<file path="src/rtl/owr_slave.sv">
// owr_slave: 1-Wire responder emulating a single DS18B20-style sensor.
// Samples and pulls the open-drain line to answer reset, ROM and function commands.
module owr_slave #(
  parameter int          CLK_MHZ     = 12,
  parameter logic [63:0] ROM_ID      = 64'h00_00_00_00_00_00_01_28,
  parameter int          RST_MIN_US  = 400,
  parameter int          SAMPLE_US   = 30,
  parameter int          PRES_DLY_US = 30,
  parameter int          PRES_LEN_US = 120
) (
  input  logic        i_clk,
  input  logic        i_rst,
  input  logic        i_owr,
  output logic        o_owr,
  input  logic [15:0] i_temp,
  output logic        o_conv,
  output logic        o_active
);

  localparam logic [15:0] RST_CYC  = 16'(CLK_MHZ * RST_MIN_US);
  localparam logic [15:0] SMP_CYC  = 16'(CLK_MHZ * SAMPLE_US);
  localparam logic [15:0] PDLY_CYC = 16'(CLK_MHZ * PRES_DLY_US);
  localparam logic [15:0] PLEN_CYC = 16'(CLK_MHZ * PRES_LEN_US);

  typedef enum logic [2:0] {
    IDLE,
    PRES_WAIT,
    PRES,
    ROM_CMD,
    ROM_TX,
    FUNC_CMD,
    CONV,
    SP_TX
  } state_t;

  state_t      state_q, state_d;
  logic        sync1_q, sync2_q, prev_q;
  logic [15:0] cnt_q, cnt_d;
  logic [15:0] tmr_q, tmr_d;
  logic        rstf_q, rstf_d;
  logic        slot_q, slot_d;
  logic [6:0]  bitcnt_q, bitcnt_d;
  logic [7:0]  shreg_q, shreg_d;
  logic [7:0]  crc_q, crc_d;
  logic [15:0] temp_q, temp_d;
  logic        owr_q, owr_d;
  logic        conv_q, conv_d;
  logic        active_q, active_d;

  logic        fall, rise, slot_fall;
  logic        tx_bit, crc_fb, byte_end;
  logic [7:0]  sp_byte, wr_byte, crc_nx;

  assign fall      = prev_q & ~sync2_q;
  assign rise      = ~prev_q & sync2_q;
  // A low we caused ourselves is never the start of a new slot
  assign slot_fall = fall & ~owr_q;
  assign wr_byte   = {sync2_q, shreg_q[7:1]};
  assign byte_end  = (bitcnt_q[2:0] == 3'd7);
  assign crc_fb    = crc_q[0] ^ tx_bit;
  assign crc_nx    = {1'b0, crc_q[7:1]} ^ (crc_fb ? 8'h8C : 8'h00);

  always_comb begin
    case (bitcnt_q[6:3])
      4'd0:    sp_byte = temp_q[7:0];
      4'd1:    sp_byte = temp_q[15:8];
      4'd2:    sp_byte = 8'h4B;
      4'd3:    sp_byte = 8'h46;
      4'd4:    sp_byte = 8'h7F;
      4'd5:    sp_byte = 8'hFF;
      4'd6:    sp_byte = 8'h0C;
      4'd7:    sp_byte = 8'h10;
      default: sp_byte = crc_q;
    endcase
  end

  always_comb begin
    tx_bit = 1'b1;
    if (state_q == ROM_TX) begin
      tx_bit = ROM_ID[bitcnt_q[5:0]];
    end else if (state_q == SP_TX) begin
      tx_bit = sp_byte[bitcnt_q[2:0]];
    end
  end

  always_comb begin
    state_d  = state_q;
    cnt_d    = fall ? 16'd0 : ((&cnt_q) ? cnt_q : cnt_q + 16'd1);
    tmr_d    = tmr_q;
    rstf_d   = rstf_q;
    slot_d   = slot_q;
    bitcnt_d = bitcnt_q;
    shreg_d  = shreg_q;
    crc_d    = crc_q;
    temp_d   = temp_q;
    owr_d    = owr_q;
    conv_d   = 1'b0;
    active_d = active_q;

    if (!sync2_q && !owr_q && cnt_q >= RST_CYC) begin
      rstf_d   = 1'b1;
      active_d = 1'b0;
    end

    if (rstf_q && rise) begin
      state_d  = PRES_WAIT;
      tmr_d    = 16'd0;
      rstf_d   = 1'b0;
      slot_d   = 1'b0;
      bitcnt_d = 7'd0;
      shreg_d  = 8'd0;
      crc_d    = 8'd0;
      owr_d    = 1'b0;
      active_d = 1'b0;
    end else begin
      unique case (state_q)
        IDLE: begin
          slot_d = 1'b0;
        end
        PRES_WAIT: begin
          tmr_d = tmr_q + 16'd1;
          if (tmr_q == PDLY_CYC - 16'd1) begin
            state_d = PRES;
            tmr_d   = 16'd0;
            owr_d   = 1'b1;
          end
        end
        PRES: begin
          tmr_d = tmr_q + 16'd1;
          if (tmr_q == PLEN_CYC - 16'd1) begin
            state_d  = ROM_CMD;
            tmr_d    = 16'd0;
            owr_d    = 1'b0;
            active_d = 1'b1;
            slot_d   = 1'b0;
            bitcnt_d = 7'd0;
          end
        end
        ROM_CMD, FUNC_CMD: begin
          if (slot_fall) begin
            slot_d = 1'b1;
          end else if (slot_q && cnt_q == SMP_CYC) begin
            slot_d   = 1'b0;
            shreg_d  = wr_byte;
            bitcnt_d = byte_end ? 7'd0 : bitcnt_q + 7'd1;
            if (byte_end && state_q == ROM_CMD) begin
              case (wr_byte)
                8'hCC: state_d = FUNC_CMD;
                8'h33: state_d = ROM_TX;
                default: begin
                  state_d  = IDLE;
                  active_d = 1'b0;
                end
              endcase
            end else if (byte_end) begin
              case (wr_byte)
                8'h44: begin
                  state_d = CONV;
                  temp_d  = i_temp;
                  conv_d  = 1'b1;
                end
                8'hBE: begin
                  state_d = SP_TX;
                  crc_d   = 8'd0;
                end
                default: begin
                  state_d  = IDLE;
                  active_d = 1'b0;
                end
              endcase
            end
          end
        end
        ROM_TX, SP_TX: begin
          if (owr_q && cnt_q == SMP_CYC - 16'd1) begin
            owr_d = 1'b0;
          end
          if (slot_fall) begin
            slot_d = 1'b1;
            owr_d  = ~tx_bit;
          end else if (slot_q && rise) begin
            slot_d   = 1'b0;
            bitcnt_d = bitcnt_q + 7'd1;
            if (state_q == SP_TX && !bitcnt_q[6]) begin
              crc_d = crc_nx;
            end
            if ((state_q == ROM_TX && bitcnt_q == 7'd63) ||
                (state_q == SP_TX && bitcnt_q == 7'd71)) begin
              state_d  = IDLE;
              bitcnt_d = 7'd0;
              active_d = 1'b0;
            end
          end
        end
        CONV: begin
          slot_d = 1'b0;
        end
      endcase
    end
  end

  always_ff @(posedge i_clk) begin
    if (i_rst) begin
      state_q  <= IDLE;
      sync1_q  <= 1'b1;
      sync2_q  <= 1'b1;
      prev_q   <= 1'b1;
      cnt_q    <= 16'd0;
      tmr_q    <= 16'd0;
      rstf_q   <= 1'b0;
      slot_q   <= 1'b0;
      bitcnt_q <= 7'd0;
      shreg_q  <= 8'd0;
      crc_q    <= 8'd0;
      temp_q   <= 16'h0550;
      owr_q    <= 1'b0;
      conv_q   <= 1'b0;
      active_q <= 1'b0;
    end else begin
      state_q  <= state_d;
      sync1_q  <= i_owr;
      sync2_q  <= sync1_q;
      prev_q   <= sync2_q;
      cnt_q    <= cnt_d;
      tmr_q    <= tmr_d;
      rstf_q   <= rstf_d;
      slot_q   <= slot_d;
      bitcnt_q <= bitcnt_d;
      shreg_q  <= shreg_d;
      crc_q    <= crc_d;
      temp_q   <= temp_d;
      owr_q    <= owr_d;
      conv_q   <= conv_d;
      active_q <= active_d;
    end
  end

  assign o_owr    = owr_q;
  assign o_conv   = conv_q;
  assign o_active = active_q;

endmodule

</file>
<file path="config.mk">
export PLATFORM = sky130hd
export DESIGN_NAME = owr_slave
export DESIGN_NICKNAME = d
export VERILOG_FILES = /design/src/rtl/owr_slave.sv
export SDC_FILE = /design/constraint.sdc
export NUM_CORES = 1
export LEC_CHECK = 0
export BUFFER_PORTS_ARGS = -buffer_cell sky130_fd_sc_hd__buf_4
export CORE_MARGIN = 2
export CORE_UTILIZATION = 30
export CTS_BUF_LIST = sky130_fd_sc_hd__clkbuf_16
export DETAILED_ROUTE_END_ITERATION = 10
export HOLD_SLACK_MARGIN = 0.05
export PLACE_DENSITY_LB_ADDON = 0.08
export SETUP_SLACK_MARGIN = 0.4
export SYNTH_ARGS = -nofsm -noshare
export SYNTH_HDL_FRONTEND = slang
export SYNTH_SLANG_ARGS = --single-unit
</file>
<file path="constraint.sdc">
create_clock -name i_clk -period 2.8 [get_ports i_clk]
set_input_delay 0.14 -clock i_clk [delete_from_list [all_inputs] [get_ports i_clk]]
set_output_delay 0.14 -clock i_clk [all_outputs]
set_load 0.1 [all_outputs]
</file>
# Word-level counts from Yosys, hierarchy flattened
# Memories as Yosys holds them, arrays and structs flattened. A register that Yosys moved wholly into a read port is not among the register bits.
# Cells that the tools add are included.
# Widths: inputs -> output; s select.
[word_totals]
regBits = 82
mem_bits_ro = 64
input_bits = 19
output_inout_bits = 3
elab_cells = 191
n_memories = 1
[mem_list]
columns = ["memory", "depth", "word_bits", "rd", "rd_clocked_by_memory_dff", "write_ports", "line", "source"]
rows = [
  ["(name not given)", 64, 1, 1, 1, 0, "80", "tx_bit = ROM_ID[bitcnt_q[5:0]];"],
]
[classes]
add_sub_neg = 3
magnitude_cmp = 3
n_eq_ne = 48
mux = 65
bitwise = 15
reduce_logical = 40
[op_table]
columns = ["op", "count"]
rows = [
  ["$mux 8", 9],
  ["$pmux 8 s8", 1],
  ["$mux 7", 7],
  ["$eq 16x9->1 const B", 3],
  ["$ne 3x3->1 const B", 11],
  ["$add 16x1->16 const B", 2],
  ["$mux 16", 2],
  ["$pmux 16 s2", 1],
  ["$mux 3", 9],
  ["$reduce_and 9->1", 3],
  ["$mux 1", 25],
  ["$ne 2x2->1 const B", 11],
  ["$pmux 7 s3", 1],
  ["$eq 16x11->1 const B", 1],
  ["$eq 4x3->1 const B", 4],
  ["$eq 8x8->1 const B", 2],
  ["$ge 16x13->1 const B", 1],
  ["$pmux 8 s2", 1],
  ["$reduce_and 16->1", 1],
  ["$eq 3x3->1 const B", 5],
  ["$reduce_or 2->1", 7],
  ["$mux 6", 2],
  ["$pmux 3 s2", 2],
  ["$pmux 3 s4", 1],
  ["other kinds (33)", 62],
]

# Depth between registers and ports, before layout
# Gate-level depths: netlist of the first run.
[logic_depth]
depth_word = 13
ltp_mapped = 9

# Least setup slack after synthesis of the first run
# No wires, ideal clock.
[synth_path]
path_kind = "register -> register"
start = "register bitcnt_q[0]"
end = "register state_q[0]"
setup_time_ps = 67
t_arrival_ps = 2585
path_slack_ps = 148
stages_incl_launch_ff = 8
period_less_slack_ps = 2652
path_cell_list = "dfxtp_1 -> ha_1 -> nand3_1 -> o311a_1 -> or3_2 -> or4b_4 -> mux2_4 -> a21oi_2"
[synth_via]
elab_chain_cells = 7
elab_cells_between_ends = 15
cone_classes = "eq/ne (5); mux (5); reduce/logical (5)"
[synth_lines]
columns = ["item", "line", "source"]
rows = [
  ["start: declaration", "42", "logic [6:0] bitcnt_q, bitcnt_d;"],
  ["start signal: assignment", "228", "bitcnt_q <= bitcnt_d;"],
  ["$eq 3x3->1", "59", "assign byte_end = (bitcnt_q[2:0] == 3'd7);"],
  ["$logic_and 1x1->1", "146", "if (byte_end && state_q == ROM_CMD) begin"],
  ["$mux 3", "146", ""],
  ["$mux 3", "142", "end else if (slot_q && cnt_q == SMP_CYC) begin"],
  ["$mux 3", "140", "if (slot_fall) begin"],
  ["$pmux 3 s4", "116", "unique case (state_q)"],
  ["$mux 1", "105", "if (rstf_q && rise) begin"],
  ["end signal: assignment", "220", "state_q <= state_d;"],
  ["end: declaration", "36", "state_t state_q, state_d;"],
]
# Parallel ways exist; a longest one is shown, timed or not. The select of a mux whose other input is x is not followed.
# A chain may end at the register's enable or synchronous reset.

# Worst setup path after layout of the first run
[layout_path]
start = "register tmr_q[15]"
end = "register state_q[1]"
[layout_via]
elab_chain_cells = 3
elab_cells_between_ends = 5
cone_classes = "eq/ne (4); reduce/logical (1)"
[layout_lines]
columns = ["item", "line", "source"]
rows = [
  ["start: declaration", "39", "logic [15:0] tmr_q, tmr_d;"],
  ["start signal: assignment", "225", "tmr_q <= tmr_d;"],
  ["$eq 16x11->1 or $eq 16x9->1 (tied branches)", "130, 122", ""],
  ["$ne 2x2->1 (no line)", "--", ""],
  ["$reduce_and 9->1 (no line) *", "--", ""],
]
# Every way passes the cells marked *; elsewhere a longest branch is shown, timed or not.

==> results of run 1 <==
stage by stage:
| step | setup WS, ns | instance area [sq um] | hold WS [ns] | total power [uW] |
|---|---|---|---|---|
| 6_report | 0.1931 | 5679 | 0.09883 | 3035 |
| 3_3_place_gp | 0.1192 | 5054 | 0.3261 | 1667 |
| 3_5_place_dp | 0.1024 | 5054 | 0.3313 | 1672 |
| 5_1_grt | 0.1084 | 5679 | 0.1194 | 3163 |
| 2_1_floorplan | 0.1954 | 4493 | 0.2438 | 1535 |
| 4_1_cts | 0.1886 | 5544 | 0.09070 | 3059 |
layout by cell type (no fill, tap or decap), types with 5 or more instances in the layout:
cell type,Yosys,routed
nor2_1,79,79
dfxtp_1,82,77
buf_4,0,67
nand2_1,45,45
a21oi_1,33,31
nand3_1,31,30
mux2i_1,30,29
o21ai_0,21,18
nor3_1,17,16
inv_1,15,15
xor2_1,15,15
dlygate4sd3_1,0,13
xnor2_1,10,10
and3_1,9,9
nand2b_1,9,9
clkbuf_16,0,9
nor4_1,9,8
nand4_1,8,8
nor2b_1,8,8
dfxtp_2,0,5
inv_6,0,5
final timing paths:
| check | end | slack, ns | cells past startpoint |
|---|---|---|---|
| setup / recovery | state_q[1] | 0.19 | 8 |
| hold / removal | temp_q[6] | 0.1 | 3 |
| setup reg to reg | state_q[1] | 0.19 | 8 |
| hold reg to reg | sync2_q | 0.41 | 1 |
worst max-delay path: stages (launching register included):
cell     delay, ns
dfxtp_2       0.32
or4_4         0.53
or4_4         0.45
o31ai_4       0.21
a21oi_2       0.09
or4b_4        0.51
buf_4         0.16
a21oi_2       0.09
o221a_2       0.18
cell families (layout without fill, tap and decap cells):
group,count (synthesis),in the layout,share of synthesized area
AND/OR/NAND/NOR,257,257,0.2977
AO/OA/AOI/OAI,104,104,0.1588
flip-flops,82,82,0.3674
buffers and inverters,44,113,0.03752
multiplexers,33,33,0.07561
XOR/XNOR,25,25,0.04901
adder cells (fa/ha/maj),5,5,0.01400
synthesized netlist by cell type, types with 9 or more instances:
cell type	instances	area, sq um
nand3_1	31	155.2
xor2_1	15	131.4
o21ai_0	21	105.1
xnor2_1	10	87.58
nor3_1	17	85.08
dfxtp_1	82	1642
nand2b_1	9	56.30
nor4_1	9	56.30
a21oi_1	33	165.2
nand2_1	45	168.9
and3_1	9	56.30
clkbuf_1	25	93.84
mux2i_1	30	300.3
inv_1	15	56.30
nor2_1	79	296.5
report_power, final:
group          internal (uW)  switching, uW  leakage, uW  total (uW)
logic                    215            265      0.00131         480
registers               1190           28.4     0.000664        1220
clock network            797            534     0.000162        1330
total                   2210            828      0.00213        3030
sequential cells by signal, indices dropped and copies added (netlist names), named ones only:
name,flops
cnt_q,16
temp_q,16
tmr_q,16
crc_q,8
bitcnt_q,7
shreg_q,7
state_q,3
o_active,1
o_conv,1
o_owr,1
prev_q,1
rstf_q,1
slot_q,1
sync1_q,1
sync2_q,1
timing repair:
item | CTS | global route
buffers inserted | 3 | 8
cloned | 0 | 0
pin swaps | 4 | 2
hold endpoints to repair | 13 | 0
resized for setup | 4 | 18
endpoints found under the setup margin | 7 | 40
hold buffers | 13 | 0
layer usage:
metal / up-vias / wire length, microns / track usage
li1: 2115 / - / -
met1: 1943 / 5709 / 0.2023
met2: 54 / 5741 / 0.2555
met3: 13 / 324 / 0.02167
met4: 0 / 233 / 0.06917
met5: - / 0 / 0
cell type report:
type                            instances  area, sq um  area share
Multi-Input combinational cell        424         2760      0.4860
Clock inverter                          7        103.9     0.01829
Inverter                               15        56.30    0.009914
Tap cell                              184        230.2     0.04054
Timing Repair Buffer                   82        655.6      0.1154
Clock buffer                            9        225.2     0.03966
Sequential cell                        82         1648      0.2902
==> impl_results.md, run 1 <==
- Outcome: finished, final reports clean
- Slew Viols, Final: 0
- Period Utilization, post-route: 0.9310
- Initial Util: 0.3074
- Actual slew at the worst max-slew pin: 0.9409 ns
- Lkg Pwr: 0.002132 uW
- Largest net degree at the start of global routing: 25
- Ports: 22
- Library cells used by synthesis: 70
- # nets final: 638
- First-pass DRT Iterations: 5
- DP HPWL: 8814 microns
- Slew headroom: 0.3728
- Hold Vio Cnt, Final: 0
- Cell Area, Synth: ~4500 sq um
- Synth Area per Inst: 8.124 sq um
- TritonCTS Buffers: 9
- GP Congestion: 0.8158
- Chip height: 126.0 microns
- RSZ-0062 raised after global routing: yes
- Area Growth Syn to Fin: 27.11%
- Via count: 4,125
- Global route overflow: 0
- Non-filler cells, final: 803
- Layout cells sized above 1: 0.2036
- Mapped Cells: 550
- Count of input and output buffers: 21
- Row cnt: 44
- Ys flop type: dfxtp_1
- Max Buffers Root-to-Sink: 2
- CTS tree: yes
- Setup crit start kind: register
- CTS clk-pin slew, worst paths: 0.07 ns
- Core Area: 14,530 sq um
- Final min period: 2.607 ns
- Post-synth EDFFs: 0
- Vias per inst: 5.137
- Total track usage: 0.1551
- Post-Route Utilization: 0.3908
- First-pass GRT wire length: 19,750 microns
- Max FO, Critical Path: 3
- Crit Path Class: reg -> reg
- Nature of the critical path endpoint: register
- Antenna-violating nets left: 0
- Layout filler cell count: between 1,500 and 2,000
- IR drop worst, VDD: between 0.0002 and 0.0003 V
- Antenna violations before repair: 0
- Final setup vio count: 0
- Asr flop ratio synth: 0
- Synth warn: 0
- Hold Crit Start: i_temp[6]
- Die Wd: around 130 microns
- Tightest Hold Check Type: in -> reg
- Mapped Nets: 574
- Htree depth: 3
- Setup TNS Final: 0 ns
- Die ar.: 15,890 sq um
- Pwr/cell area: about 530 nW/um^2
- Maximum Capacitance Violations: 0
- Initial DRC Count: 235
- Skew-Pair Late Insertion Delay: roughly 0.35 ns
- CTS root buf: clkbuf_16
- Post-synthesis sequential element count: 82
- Worst r2r src: tmr_q[15]
- Fmax: 383.6 MHz
- Vias in the first global route: 4,009
- DRC: 0
- WL final: 12,010 microns
- CP startpoint: tmr_q[15]
- Post-synthesis sequential area ratio: 0.3674
- Antenna fix cells: 0
- Placed Cells: ~760
- CP required: 3.09 ns
- Worst Skew: between 0.008 and 0.009 ns
- Worst endpoint data arrival time: slightly below 3 ns
- Clock tree sinks: 82
- DR WL/cell: 14.96 microns
(Power assumes the default switching activity.)
==> run 2, diff against run 1 <==
--- a/config.mk
+++ b/config.mk
@@ -7,11 +7,12 @@
 export LEC_CHECK = 0
 export BUFFER_PORTS_ARGS = -buffer_cell sky130_fd_sc_hd__buf_4
 export CORE_MARGIN = 2
-export CORE_UTILIZATION = 30
+export CORE_UTILIZATION = 55
 export CTS_BUF_LIST = sky130_fd_sc_hd__clkbuf_16
 export DETAILED_ROUTE_END_ITERATION = 10
 export HOLD_SLACK_MARGIN = 0.05
 export PLACE_DENSITY_LB_ADDON = 0.08
+export RECOVER_POWER = 100
 export SETUP_SLACK_MARGIN = 0.4
 export SYNTH_ARGS = -nofsm -noshare
 export SYNTH_HDL_FRONTEND = slang
==> impl_results.md, run 2 (same netlist as run 1, synthesis figures left out) <==
- CP required: 3.02 ns (-0.07 ns)
- Htree depth: 3 (unchanged)
- Actual slew at the worst max-slew pin: 1.177 ns (+0.2366 ns)
- Nature of the critical path endpoint: register
- Slew Viols, Final: 0 (unchanged)
- Pwr/cell area: 523.6 nW/um^2 (-2.0%)
- DR WL/cell: 15.43 microns (+3.2%)
- Antenna-violating nets left: 0 (unchanged)
- CP startpoint: tmr_q[15]
- Vias in the first global route: 3,994 (-0.37%)
- Crit Path Class: reg -> reg
- Most frequent cells in the layout: nor2_1, dfxtp_1, buf_4, nand2_1, a21oi_1
- Largest registers: cnt_q x16, temp_q x16, tmr_q x16
- Max Buffers Root-to-Sink: 2 (unchanged)
- Via count: 4,223 (+2.4%)
- Total track usage: 0.2590 (+0.1038)
- Worst r2r src: tmr_q[15]
- Non-filler cells, final: 713 (-11%)
- Layout filler cell count: 647 (-57%)
- Maximum Capacitance Violations: 0 (unchanged)
- Placed Cells: 681 (-11%)
- Count of input and output buffers: 21 (unchanged)
- Worst endpoint data arrival time: 2.95 ns (+0.05 ns)
- Vias per inst: 5.923 (+15%)
- CTS clk-pin slew, worst paths: 0.07 ns (about the same)
- Most common cell after layout, fill and taps aside: nor2_1
- Seq. cell area: 1649 sq um (about the same)
- TritonCTS Buffers: 9 (unchanged)
- Antenna violations before repair: 0 (unchanged)
- Reg2reg path depth: 8 (unchanged)
- Die Wd: 94.13 microns (-25%)
- Period Utilization, post-route: 0.9748 (+0.04373)
- Area of the multi-input gates: 2758 sq um (about the same)
- Lkg Pwr: 0.002027 uW (-4.9%)
- Layout cells sized above 1: 0.1702 (-0.03334)
- RSZ-0062 raised after global routing: yes
- Post-Route Utilization: 0.6963 (+0.3056)
- Area Growth Syn to Fin: 21.67%
- Hold Vio Cnt, Final: 0 (unchanged)
- DP HPWL: 7806 microns (-11%)
- Die ar.: 8860 sq um (-44%)
- Global route overflow: 0 (unchanged)
- Slew headroom: 0.2184 (-0.1544)
- Max FO, Critical Path: 4 (+1)
- Worst reg2reg setup slack: 0.07 ns (-0.12 ns)
- Tightest Hold Check Type: in -> reg
- Outcome: finished, final reports clean
- Row cnt: 32 (-27%)
- # nets final: 630 (-1.3%)
- DRC: 0 (unchanged)
- Skew-Pair Late Insertion Delay: 0.33 ns (-0.02 ns)
- Chip height: 94.13 microns (-25%)
- Final min period: 2.729 ns (+0.1224 ns)
- Clock tree sinks: 82 (unchanged)
- CTS tree: yes
- Initial DRC Count: 284 (+21%)
- Hold_ws: 0.03707 ns (-0.06176 ns)
- Final setup vio count: 0 (unchanged)
- Setup crit start kind: register
- CTS root buf: clkbuf_16
- IR drop worst, VDD: 0.0003422 V (+26%)
- Core Area: 7807 sq um (-46%)
- Antenna fix cells: 0 (unchanged)
- Fmax: 366.4 MHz (-4.5%)
- Ports: 22 (unchanged)
- Setup TNS Final: 0 ns (unchanged)
- First-pass GRT wire length: 18,330 microns (-7.2%)
- First-pass DRT Iterations: 7 (+2)
- Initial Util: 0.5723 (+0.2649)
- Worst Skew: 0.007544 ns (-0.001209 ns)
- WL final: 11,000 microns (-8.4%)
- GP Congestion: 0.8827 (+8.2%)
- Largest net degree at the start of global routing: 25 (unchanged)
-- run 2: power breakdown --
group / internal [uW] / switching (uW)
Combinational: 192 / 240
Sequential: 1200 / 36.3
Clock: 696 / 486
Total: 2080 / 762
-- run 2: worst min-delay path by stage --
stage / start / endpoint / slack (ns) / cells after the start
finish: i_temp[12] / temp_q[12] / 0.04 / 3
global route: i_temp[13] / temp_q[13] / 0.07 / 3
CTS: i_temp[12] / temp_q[12] / 0.05 / 3
detailed placement: i_owr / sync1_q / 0.33 / 2
global placement: i_owr / sync1_q / 0.33 / 2
floorplan: i_owr / sync1_q / 0.24 / 1
-- run 2: what timing repair did --
action / 4_1_cts / 5_1_grt
buffers inserted: 3 / 2
endpoints found under the hold margin: 11 / 0
pin swaps: 6 / 2
hold buffers: 11 / 0
resized for setup: 6 / 15
endpoints found under the setup margin: 6 / 29
-- run 2: final cells by class --
class,count,share of cell area
clock buffers,9,0.04143
clock inverters,7,0.01427
inverters,15,0.01036
multi-input cells,424,0.5072
flip-flops and latches,82,0.3033
well taps,102,0.02348
repair buffers,74,0.09989
-- run 2: through the flow --
| stage | total power (uW) | area, sq um | setup slack, ns |
|---|---|---|---|
| 2_1_floorplan | 1535 | 4493 | 0.1954 |
| 3_3_place_gp | 1648 | 4951 | 0.1351 |
| 3_5_place_dp | 1655 | 4951 | 0.1105 |
| 4_1_cts | 2863 | 5408 | 0.1449 |
| 5_1_grt | 2971 | 5436 | 0.05624 |
| 6_report | 2847 | 5436 | 0.07065 |
-- run 2: per-layer routing --
metal  wire, microns  up-vias  track usage  part of all wire
met3             426       15      0.05056             0.039
met4             137        0      0.07488             0.012
li1                -     2094            -                 -
met5               0        -            0                 0
met1            4929     2019       0.3330              0.45
met2            5507       95       0.4405              0.50
-- run 2: critical path, stage by stage (launching register included) --
cell and delay [ns]:
dfxtp_1 0.32, or4_4 0.54, nor4_1 0.31, buf_4 0.19, a21oi_1 0.13, nor4_1 0.63, a22oi_1 0.20, o2111a_1 0.19
o311a_1 0.11
